==> src/rtl/multi_cycle_core.sv <==
// Multi-cycle RV32I-subset core: one shared req/ack memory port for fetch and data,
// a state-machine sequencer, and a sticky halt on illegal or misaligned operations.
module multi_cycle_core #(
  parameter logic [31:0] RESET_PC = 32'h0000_0000,
  parameter int          NREGS    = 32,
  parameter int          ADDR_W   = 32
) (
  input  logic              clk,
  input  logic              rst,
  output logic              mem_req,
  output logic              mem_we,
  output logic [ADDR_W-1:0] mem_addr,
  output logic [31:0]       mem_wdata,
  input  logic [31:0]       mem_rdata,
  input  logic              mem_ack,
  output logic              halt,
  output logic [31:0]       pc_dbg
);
  localparam int RIDX_W = (NREGS > 1) ? $clog2(NREGS) : 1;

  localparam logic [6:0] OP_LOAD   = 7'h03;
  localparam logic [6:0] OP_STORE  = 7'h23;
  localparam logic [6:0] OP_REG    = 7'h33;
  localparam logic [6:0] OP_IMM    = 7'h13;
  localparam logic [6:0] OP_BRANCH = 7'h63;
  localparam logic [6:0] OP_JAL    = 7'h6F;

  typedef enum logic [3:0] {
    S_BOOT, S_FETCH, S_DECODE, S_MEMADR, S_MEMREAD, S_MEMWB, S_MEMWRITE,
    S_EXEC_R, S_EXEC_I, S_ALUWB, S_BEQ, S_JAL, S_HALT
  } state_t;

  state_t      r_state, w_next;
  logic [31:0] r_pc, r_old_pc, r_ir, r_alu_out, r_mdr;
  logic [31:0] r_regs [NREGS];

  logic [6:0]        w_opcode;
  logic [2:0]        w_funct3;
  logic [RIDX_W-1:0] w_rd, w_rs1, w_rs2;
  logic [31:0]       w_rs1_val, w_rs2_val;
  logic [31:0]       w_imm_i, w_imm_s, w_imm_b, w_imm_j;
  logic [31:0]       w_alu_b, w_alu_res, w_addr_sum, w_br_target, w_jal_target;
  logic              w_alu_ok, w_taken, w_rf_we;
  logic [31:0]       w_rf_wdata;

  assign w_opcode  = r_ir[6:0];
  assign w_funct3  = r_ir[14:12];
  // Index bits above log2(NREGS) are dropped, so x17 aliases x1 on RV32E.
  assign w_rd      = r_ir[7 +: RIDX_W];
  assign w_rs1     = r_ir[15 +: RIDX_W];
  assign w_rs2     = r_ir[20 +: RIDX_W];
  assign w_rs1_val = r_regs[w_rs1];
  assign w_rs2_val = r_regs[w_rs2];

  assign w_imm_i = {{20{r_ir[31]}}, r_ir[31:20]};
  assign w_imm_s = {{20{r_ir[31]}}, r_ir[31:25], r_ir[11:7]};
  assign w_imm_b = {{19{r_ir[31]}}, r_ir[31], r_ir[7], r_ir[30:25], r_ir[11:8], 1'b0};
  assign w_imm_j = {{11{r_ir[31]}}, r_ir[31], r_ir[19:12], r_ir[20], r_ir[30:21], 1'b0};

  assign w_addr_sum   = w_rs1_val + ((w_opcode == OP_STORE) ? w_imm_s : w_imm_i);
  assign w_br_target  = r_old_pc + w_imm_b;
  assign w_jal_target = r_old_pc + w_imm_j;
  assign w_taken      = (w_rs1_val == w_rs2_val);
  assign w_alu_b      = (r_state == S_EXEC_R) ? w_rs2_val : w_imm_i;

  always_comb begin
    w_alu_ok  = 1'b1;
    w_alu_res = '0;
    case (w_funct3)
      3'b000:  w_alu_res = (w_opcode == OP_REG && r_ir[30]) ? (w_rs1_val - w_alu_b)
                                                             : (w_rs1_val + w_alu_b);
      3'b111:  w_alu_res = w_rs1_val & w_alu_b;
      3'b110:  w_alu_res = w_rs1_val | w_alu_b;
      3'b010:  w_alu_res = {31'b0, $signed(w_rs1_val) < $signed(w_alu_b)};
      default: w_alu_ok  = 1'b0;
    endcase
  end

  always_ff @(posedge clk or negedge rst) begin
    if (!rst) r_state <= S_BOOT;
    else      r_state <= w_next;
  end

  always_comb begin
    w_next    = r_state;
    mem_req   = 1'b0;
    mem_we    = 1'b0;
    mem_addr  = '0;
    mem_wdata = '0;
    halt      = 1'b0;
    case (r_state)
      S_BOOT:  w_next = S_FETCH;
      S_FETCH: begin
        mem_req  = 1'b1;
        mem_addr = r_pc[ADDR_W-1:0];
        if (mem_ack) w_next = S_DECODE;
      end
      S_DECODE: begin
        case (w_opcode)
          OP_LOAD, OP_STORE: w_next = (w_funct3 == 3'b010) ? S_MEMADR : S_HALT;
          OP_REG:            w_next = w_alu_ok ? S_EXEC_R : S_HALT;
          OP_IMM:            w_next = w_alu_ok ? S_EXEC_I : S_HALT;
          OP_BRANCH:         w_next = (w_funct3 == 3'b000) ? S_BEQ : S_HALT;
          OP_JAL:            w_next = S_JAL;
          default:           w_next = S_HALT;
        endcase
      end
      S_MEMADR: begin
        if (w_addr_sum[1:0] != 2'b00)  w_next = S_HALT;
        else if (w_opcode == OP_LOAD)  w_next = S_MEMREAD;
        else                           w_next = S_MEMWRITE;
      end
      S_MEMREAD: begin
        mem_req  = 1'b1;
        mem_addr = r_alu_out[ADDR_W-1:0];
        if (mem_ack) w_next = S_MEMWB;
      end
      S_MEMWRITE: begin
        mem_req   = 1'b1;
        mem_we    = 1'b1;
        mem_addr  = r_alu_out[ADDR_W-1:0];
        mem_wdata = w_rs2_val;
        if (mem_ack) w_next = S_FETCH;
      end
      S_MEMWB, S_ALUWB:   w_next = S_FETCH;
      S_EXEC_R, S_EXEC_I: w_next = S_ALUWB;
      S_BEQ:   w_next = (w_taken && w_br_target[1:0] != 2'b00) ? S_HALT : S_FETCH;
      S_JAL:   w_next = (w_jal_target[1:0] != 2'b00) ? S_HALT : S_ALUWB;
      S_HALT:  halt = 1'b1;
      default: w_next = S_HALT;
    endcase
  end

  always_ff @(posedge clk or negedge rst) begin
    if (!rst) begin
      r_pc      <= RESET_PC;
      r_old_pc  <= '0;
      r_ir      <= '0;
      r_alu_out <= '0;
      r_mdr     <= '0;
    end else begin
      case (r_state)
        S_FETCH: if (mem_ack) begin
          r_ir     <= mem_rdata;
          r_old_pc <= r_pc;
          r_pc     <= r_pc + 32'd4;
        end
        S_MEMADR:           r_alu_out <= w_addr_sum;
        S_MEMREAD:          if (mem_ack) r_mdr <= mem_rdata;
        S_EXEC_R, S_EXEC_I: r_alu_out <= w_alu_res;
        S_BEQ:   if (w_taken && w_br_target[1:0] == 2'b00) r_pc <= w_br_target;
        S_JAL: begin
          if (w_jal_target[1:0] == 2'b00) r_pc <= w_jal_target;
          r_alu_out <= r_old_pc + 32'd4;
        end
        default: ;
      endcase
    end
  end

  assign w_rf_we    = (r_state == S_MEMWB || r_state == S_ALUWB) && (w_rd != '0);
  assign w_rf_wdata = (r_state == S_MEMWB) ? r_mdr : r_alu_out;

  always_ff @(posedge clk or negedge rst) begin
    if (!rst) begin
      for (int i = 0; i < NREGS; i++) r_regs[i] <= '0;
    end else if (w_rf_we) begin
      r_regs[w_rd] <= w_rf_wdata;
    end
  end

  assign pc_dbg = r_pc;
endmodule

==> config.mk <==
export PLATFORM = sky130hd
export DESIGN_NAME = multi_cycle_core
export DESIGN_NICKNAME = d
export VERILOG_FILES = /design/src/rtl/multi_cycle_core.sv
export SDC_FILE = /design/constraint.sdc
export NUM_CORES = 2
export LEC_CHECK = 0
export ABC_AREA = 1
export CAP_MARGIN = 10
export CORE_ASPECT_RATIO = 0.9
export CORE_MARGIN = 3
export CORE_UTILIZATION = 40
export CTS_CLUSTER_DIAMETER = 50
export DETAILED_ROUTE_END_ITERATION = 7
export PLACE_DENSITY = 0.6
export SYNTH_ARGS = -nofsm -noshare
export SYNTH_HDL_FRONTEND = slang
export SYNTH_SLANG_ARGS = --single-unit
==> constraint.sdc <==
create_clock -name clk -period 9.8 [get_ports clk]
set_clock_uncertainty 0.05 [all_clocks]
set_input_delay 1.47 -clock clk [delete_from_list [all_inputs] [get_ports clk]]
set_output_delay 1.47 -clock clk [all_outputs]
set_load 0.01 [all_outputs]
Word level (Yosys, flattened, before mapping)
Index checks and enable logic that the tools add are counted. Widths: inputs -> output; s select.

Register bits: 1188. Input bits: 35. Output and inout port bits: 99. Logic and storage cells: 147.

$add $sub $neg: 7. Order comparisons: 5. Eq/ne operators: 27. Multiplexer cells: 38. Bitwise gates (word level): 6. Reductions and logical operators: 26.

Operators with widths (number): $bwmux 1024 (1); $mux 32 (12); $bmux 32 s5 (2); $pmux 32 s3 (2); $demux 32 s5 (1); $add 32x32->32 (4); $pmux 32 s4 (1); $add 32x3->32 const B (2); $pmux 32 s2 (1); $pmux 4 s10 (1); $and 32x32->32 (1); $eq 32x32->1 (1); $lt 32x32->1 (1); $or 32x32->32 (1); $sub 32x32->32 (1); $mux 4 (7); $eq 4x4->1 const B (5); $pmux 4 s5 (1); $ge 6x6->1 const B (3); $not 5->6 (3); $eq 4x3->1 const B (4); $eq 7x6->1 const B (2); $eq 7x7->1 const B (2); $ne 2x2->1 const B (5); other kinds (25) (45).

Longest topological paths before layout
Depth after elaboration: 9. Depth in mapped cells: 35. Depth with buffers taken out: 33.

Worst setup path after synthesis
OpenSTA, ideal clock, no wires.

Kind: flip-flop to flip-flop. Start: register r_state[3]. End: register r_alu_out[28]. Setup time: 0.118 ns. Arrival time: 3.603 ns. Required time: 9.632 ns. Path slack: 6.029 ns. Cell stages (with the launch flop): 26. Path buffers: 1. Clock period less this slack: 3.771 ns. Cell sequence: dfrtp_1 nor2_1 inv_1 nor2_1 clkinv_1 clkbuf_1 nand2_1 o21ai_0 inv_1 ha_1 inv_1 fa_1 nand3_1 nand2_1 nand2_1 nand2_1 a21boi_0 o21ai_0 nand3_1 nor2_1 o21ai_0 nand2_1 nand2_1 o21ai_0 a21oi_1 nor2_1.

Cells in the longest elaborated chain, start to end: 6. Elaborated cells on any way between the ends: 14. Those cells by class: add/sub (2); eq/ne (4); mux (4); bitwise (2); reduce/logical (2).

RTL lines: from (decl) (line 33) `state_t r_state, w_next;`; from (signal assigned) (line 81) `else r_state <= w_next;`; $eq 4x3->1 (line 64, 142); $mux 32 (line 64) `assign w_alu_b = (r_state == S_EXEC_R) ? w_rs2_val : w_imm_i;`; $add 32x32->32 or $sub 32x32->32 (tied branches) (line 71, 70); $mux 32 (line 70) `3'b000: w_alu_res = (w_opcode == OP_REG && r_ir[30]) ? (w_rs1_val - w_alu_b)`; $pmux 32 s4 (line 69) `case (w_funct3)`; $pmux 32 s3 (line 142) `case (r_state)`; to (signal assigned) (line 148) `S_MEMADR: r_alu_out <= w_addr_sum;`; to (signal assigned) (line 150) `S_EXEC_R, S_EXEC_I: r_alu_out <= w_alu_res;`; to (signal assigned) (line 154) `r_alu_out <= r_old_pc + 32'd4;`; to (decl) (line 34) `logic [31:0] r_pc, r_old_pc, r_ir, r_alu_out, r_mdr;`.

Parallel ways exist; a longest one is shown, timed or not. A chain may end at the register's enable or synchronous reset.

Worst setup path after layout
Start: register r_ir[15]. End: register r_alu_out[28].

Cells in the longest elaborated chain, start to end: 8. Elaborated cells on any way between the ends: 12. Those cells by class: add/sub (3); mux (6); bitwise (3).

RTL lines: from (decl) (line 34); from (signal assigned) (line 144) `r_ir <= mem_rdata;`; $not 5->6 (not written as such) * (line 52) `assign w_rs1_val = r_regs[w_rs1];`; $bmux 32 s5 * (line 52); $mux 32 (not written as such) * (2 in series) (line 52); $add 32x32->32 or $sub 32x32->32 (tied branches) (line 71, 70); $mux 32 (line 70); $pmux 32 s4 (line 69); $pmux 32 s3 * (line 142).

Mark *: on every way between the ends. The rest lies on a longest branch, timed or not. The select of a mux whose other input is x is not followed.

==> metrics.md <==
| Metric | Value |
|---|---|
| Outcome | `finished, violations left` |
| Failing checks | `design-rule violations` |
| Tightest Hold Check Type | `register to register` |
| Top-count cell post-synth | `nand2_1` |
| Nets | `11404` |
| Vias in the first global route | `77282` |
| Antenna violations before repair | `15` |
| Initial DRT Pass Iterations | `8` |
| Synth Net Count | `11826` |
| YS warnings | `0` |
| Placement Setup Slack | `3057 ps` |
| FF+latch count, synth | `1188` |
| Fmax | `141.6 MHz` |
| Min-delay src | `r_regs[993]` |
| Tot Pwr | `35630 uW` |
| Primary FF master, synth | `dfrtp_1` |
| Leak | `0.03945 uW` |
| FP Rows | `151` |
| FF-to-FF Start | `r_ir[15]` |
| Post-CTS Setup Inserts | `0` |
| Worst VDD drop | `261.2 uV` |
| CTS hold repair buffers | `0` |
| CP Class | `register to register` |
| CP endpoint kind | `register` |
| CP max FO | `164` |
| Detailed Place HPWL | `224900 microns` |
| IO Pins | `134` |
| Clock Sinks | `1188` |
| Setup TNS Final | `0 ps` |
| Synth Cell Area | `76750 sq um` |
| Antenna viol nets, final | `0` |
| Min-Delay Path Depth | `0` |
| CP required | `10500 ps` |
| CP arrival | `7760 ps` |
| Die W | `467.7 microns` |
| Clock transition at path regs | `60 ps` |
| Fin. Hold Viols | `0` |
| Setup ws final | `2738 ps` |
| Core ar. | `189500 sq um` |
| WL per Instance | `26.27 microns` |
| Overflow after GRT | `0` |
| Commonest cells in the netlist | `nand2_1 (4474), nand3_1 (1828), dfrtp_1 (1188)` |
| Initial core utilization | `40.50%` |
| Synthesized area per cell | `6.608 sq um` |
| Synthesis-to-layout area growth | `11.12%` |
| Post-Synthesis Cells | `11614` |
| Worst r2r dst | `r_alu_out[28]` |
| Via count | `83023` |
| RSZ-0062 raised after global routing | `no` |
| Fin util | `45.00%` |
| Area leader, netlist | `dfrtp_1` |
| Unique masters post-synth | `47` |
| Final WL | `364000 microns` |
| Worst slew pin tran | `1259 ps` |
| DRC | `1` |
| Clock Latency Late Sink | `840 ps` |
| CTS Buf Count | `158` |
| Fillers | `19461` |
| R2r setup slk | `2740 ps` |
| WHS Endpoint | `r_regs[993]` |
| CTS Buffer Depth | `3` |
| Via-to-Cell Ratio | `5.991` |
| Synth area leaders | `dfrtp_1 (39%), nand2_1 (22%), nand3_1 (12%)` |
| Reg2reg path depth | `22` |
| Die area | `197200 sq um` |
| Max Slew Vio Count | `0` |
| Die Span Y | `421.5 microns` |
| Max-cap violations | `0` |
| PostCTS Resize Cnt | `0` |
| Register area share after synthesis | `38.74%` |
| # H-tree levels | `4` |
| Synth async-reset ratio | `100.0%` |
| Number of DRC markers in iteration 0 | `12060` |
| Reg area | `29760 sq um` |
| Final setup fails | `0` |
| EDFF count, synth | `0` |
| Total global routing track utilization | `35.90%` |
| Share of cells above drive strength 1 | `5.068%` |
| Area of the multi-input gates | `42120 sq um` |
| Tcrit/Tclk final | `72.06%` |
| Min Clock Period, post-route | `7062 ps` |
| Number of I/O port buffers | `133` |
| Root buffer cell | `clkbuf_16` |
| CP Launch Type | `register` |
| TritonCTS clock tree | `yes` |
| Worst rel slew slack | `15.47%` |
| First-pass GRT wire length | `531100 microns` |
| Placer Congestion | `1.026` |
| Synth top area share | `38.74%` |
| Largest net degree at the start of global routing | `211` |
| Power per cell area | `417.8 nW/um^2` |
-- routing by layer --
metal  global-route usage [%]  up-vias  share of wire [%]
met5                        0        -              0.019
met4                    19.44       10                6.3
met3                    7.341      956                 10
met2                    53.07     4934                 43
met1                    49.06    39822                 41
li1                         -    37301                  -
-- cells by family (layout without fill, tap and decap cells) --
| family | Yosys count | in the layout | share of synthesized area [%] |
|---|---|---|---|
| DFF | 1188 | 1188 | 38.74 |
| adders and majority gates | 177 | 177 | 2.935 |
| buffers and inverters | 1296 | 1007 | 6.965 |
| and+or+nand+nor | 7085 | 7085 | 38.27 |
| xor gates and xnor gates | 29 | 29 | 0.3309 |
| muxes | 27 | 27 | 0.3521 |
| other | 0 | 9 | 0 |
| AOI/OAI and AO/OA | 1812 | 1812 | 12.41 |
-- sequential cells by signal, indices dropped and copies added, names as in the netlist --
name,cells
pc_dbg,32
r_alu_out,32
r_ir,32
r_mdr,32
r_old_pc,32
r_regs,1024
r_state,4
-- metrics by stage --
stage / std cells / area, sq um / hold WS, ps
after floorplan: 11614 / 76750 / 397.9
after global placement: 13556 / 79560 / 336.6
after detailed placement: 13556 / 79560 / 339.9
after CTS: 13849 / 85250 / 351.3
after global routing: 13851 / 85260 / 361.4
final: 13858 / 85280 / 351.2
-- final cells by class --
| class | instances | area share, % |
|---|---|---|
| multi-input combinational | 9130 | 49.39 |
| sequential | 1188 | 34.90 |
| clock buffer | 205 | 5.187 |
| tap | 2524 | 3.703 |
| timing repair buffer | 290 | 3.366 |
| inverter | 424 | 1.929 |
| clock inverter | 88 | 1.497 |
| antenna | 9 | 0.02641 |
-- worst max-delay path: stages (launching register included) --
cell and delay (ps):
dfrtp_4 920, buf_4 900, buf_12 550, nand2_1 110, nand3_1 130, nand3_1 110, nand2_1 130, nand2_1 80
nand3_1 130, nand2_1 160, ha_1 500, o21ai_0 140, inv_1 70, nand2_1 100, a21boi_0 760, o21ai_0 330
nand3_1 190, nor2_1 50, o21ai_0 300, nor2_1 60, o21ai_0 450, a21oi_1 120, nor2_1 120
-- worst max path at each step --
stage                           from             to  slack [ps]  depth (start not counted)
after floorplan           r_state[3]  r_alu_out[28]        6030                         25
after global placement      r_ir[15]  r_alu_out[20]        3120                         24
after detailed placement    r_ir[15]  r_alu_out[20]        3060                         24
after CTS                   r_ir[15]  r_alu_out[20]        3030                         24
after global routing        r_ir[15]  r_alu_out[20]        2530                         24
final                       r_ir[15]  r_alu_out[28]        2740                         22
-- power breakdown --
part           internal, uW  total, uW  switching [uW]  leakage (uW)
registers              6660       8570            1910        0.0160
logic                  5580      20700           15100        0.0207
clock network          3790       6340            2550       0.00276
-- layout by cell type, fill, tap and decap left out, types with 8 or more instances in the layout --
| cell | Yosys | final |
|---|---|---|
| nor2_2 | 2 | 8 |
| a21boi_0 | 16 | 16 |
| clkbuf_1 | 504 | 20 |
| nand3_1 | 1828 | 1827 |
| or2_2 | 41 | 41 |
| o221ai_1 | 14 | 14 |
| clkinvlp_4 | 0 | 11 |
| clkinv_2 | 0 | 24 |
| o21bai_1 | 19 | 19 |
| a31oi_1 | 22 | 22 |
| dfrtp_1 | 1188 | 1177 |
| o211ai_1 | 25 | 25 |
| buf_4 | 22 | 129 |
| o21ai_0 | 1119 | 1113 |
| nand2_4 | 0 | 23 |
| nand3b_1 | 11 | 11 |
| nand2_1 | 4474 | 4449 |
| bufinv_16 | 0 | 21 |
| o31ai_1 | 35 | 35 |
| diode_2 | 0 | 9 |
| nand4_1 | 78 | 78 |
| buf_12 | 0 | 29 |
| ha_1 | 172 | 172 |
| mux2i_2 | 0 | 21 |
| clkdlybuf4s50_1 | 0 | 132 |
| o21ai_1 | 30 | 30 |
| inv_1 | 413 | 405 |
| nor2_1 | 564 | 553 |
| inv_6 | 0 | 15 |
| clkinv_4 | 0 | 11 |
| a21o_1 | 18 | 18 |
| nor3_1 | 60 | 58 |
| clkbuf_8 | 0 | 25 |
| dfrtp_4 | 0 | 9 |
| clkbuf_16 | 0 | 160 |
| xor2_1 | 22 | 22 |
| a21oi_1 | 483 | 483 |
| nor4_1 | 20 | 20 |
(Power assumes the default switching activity.)
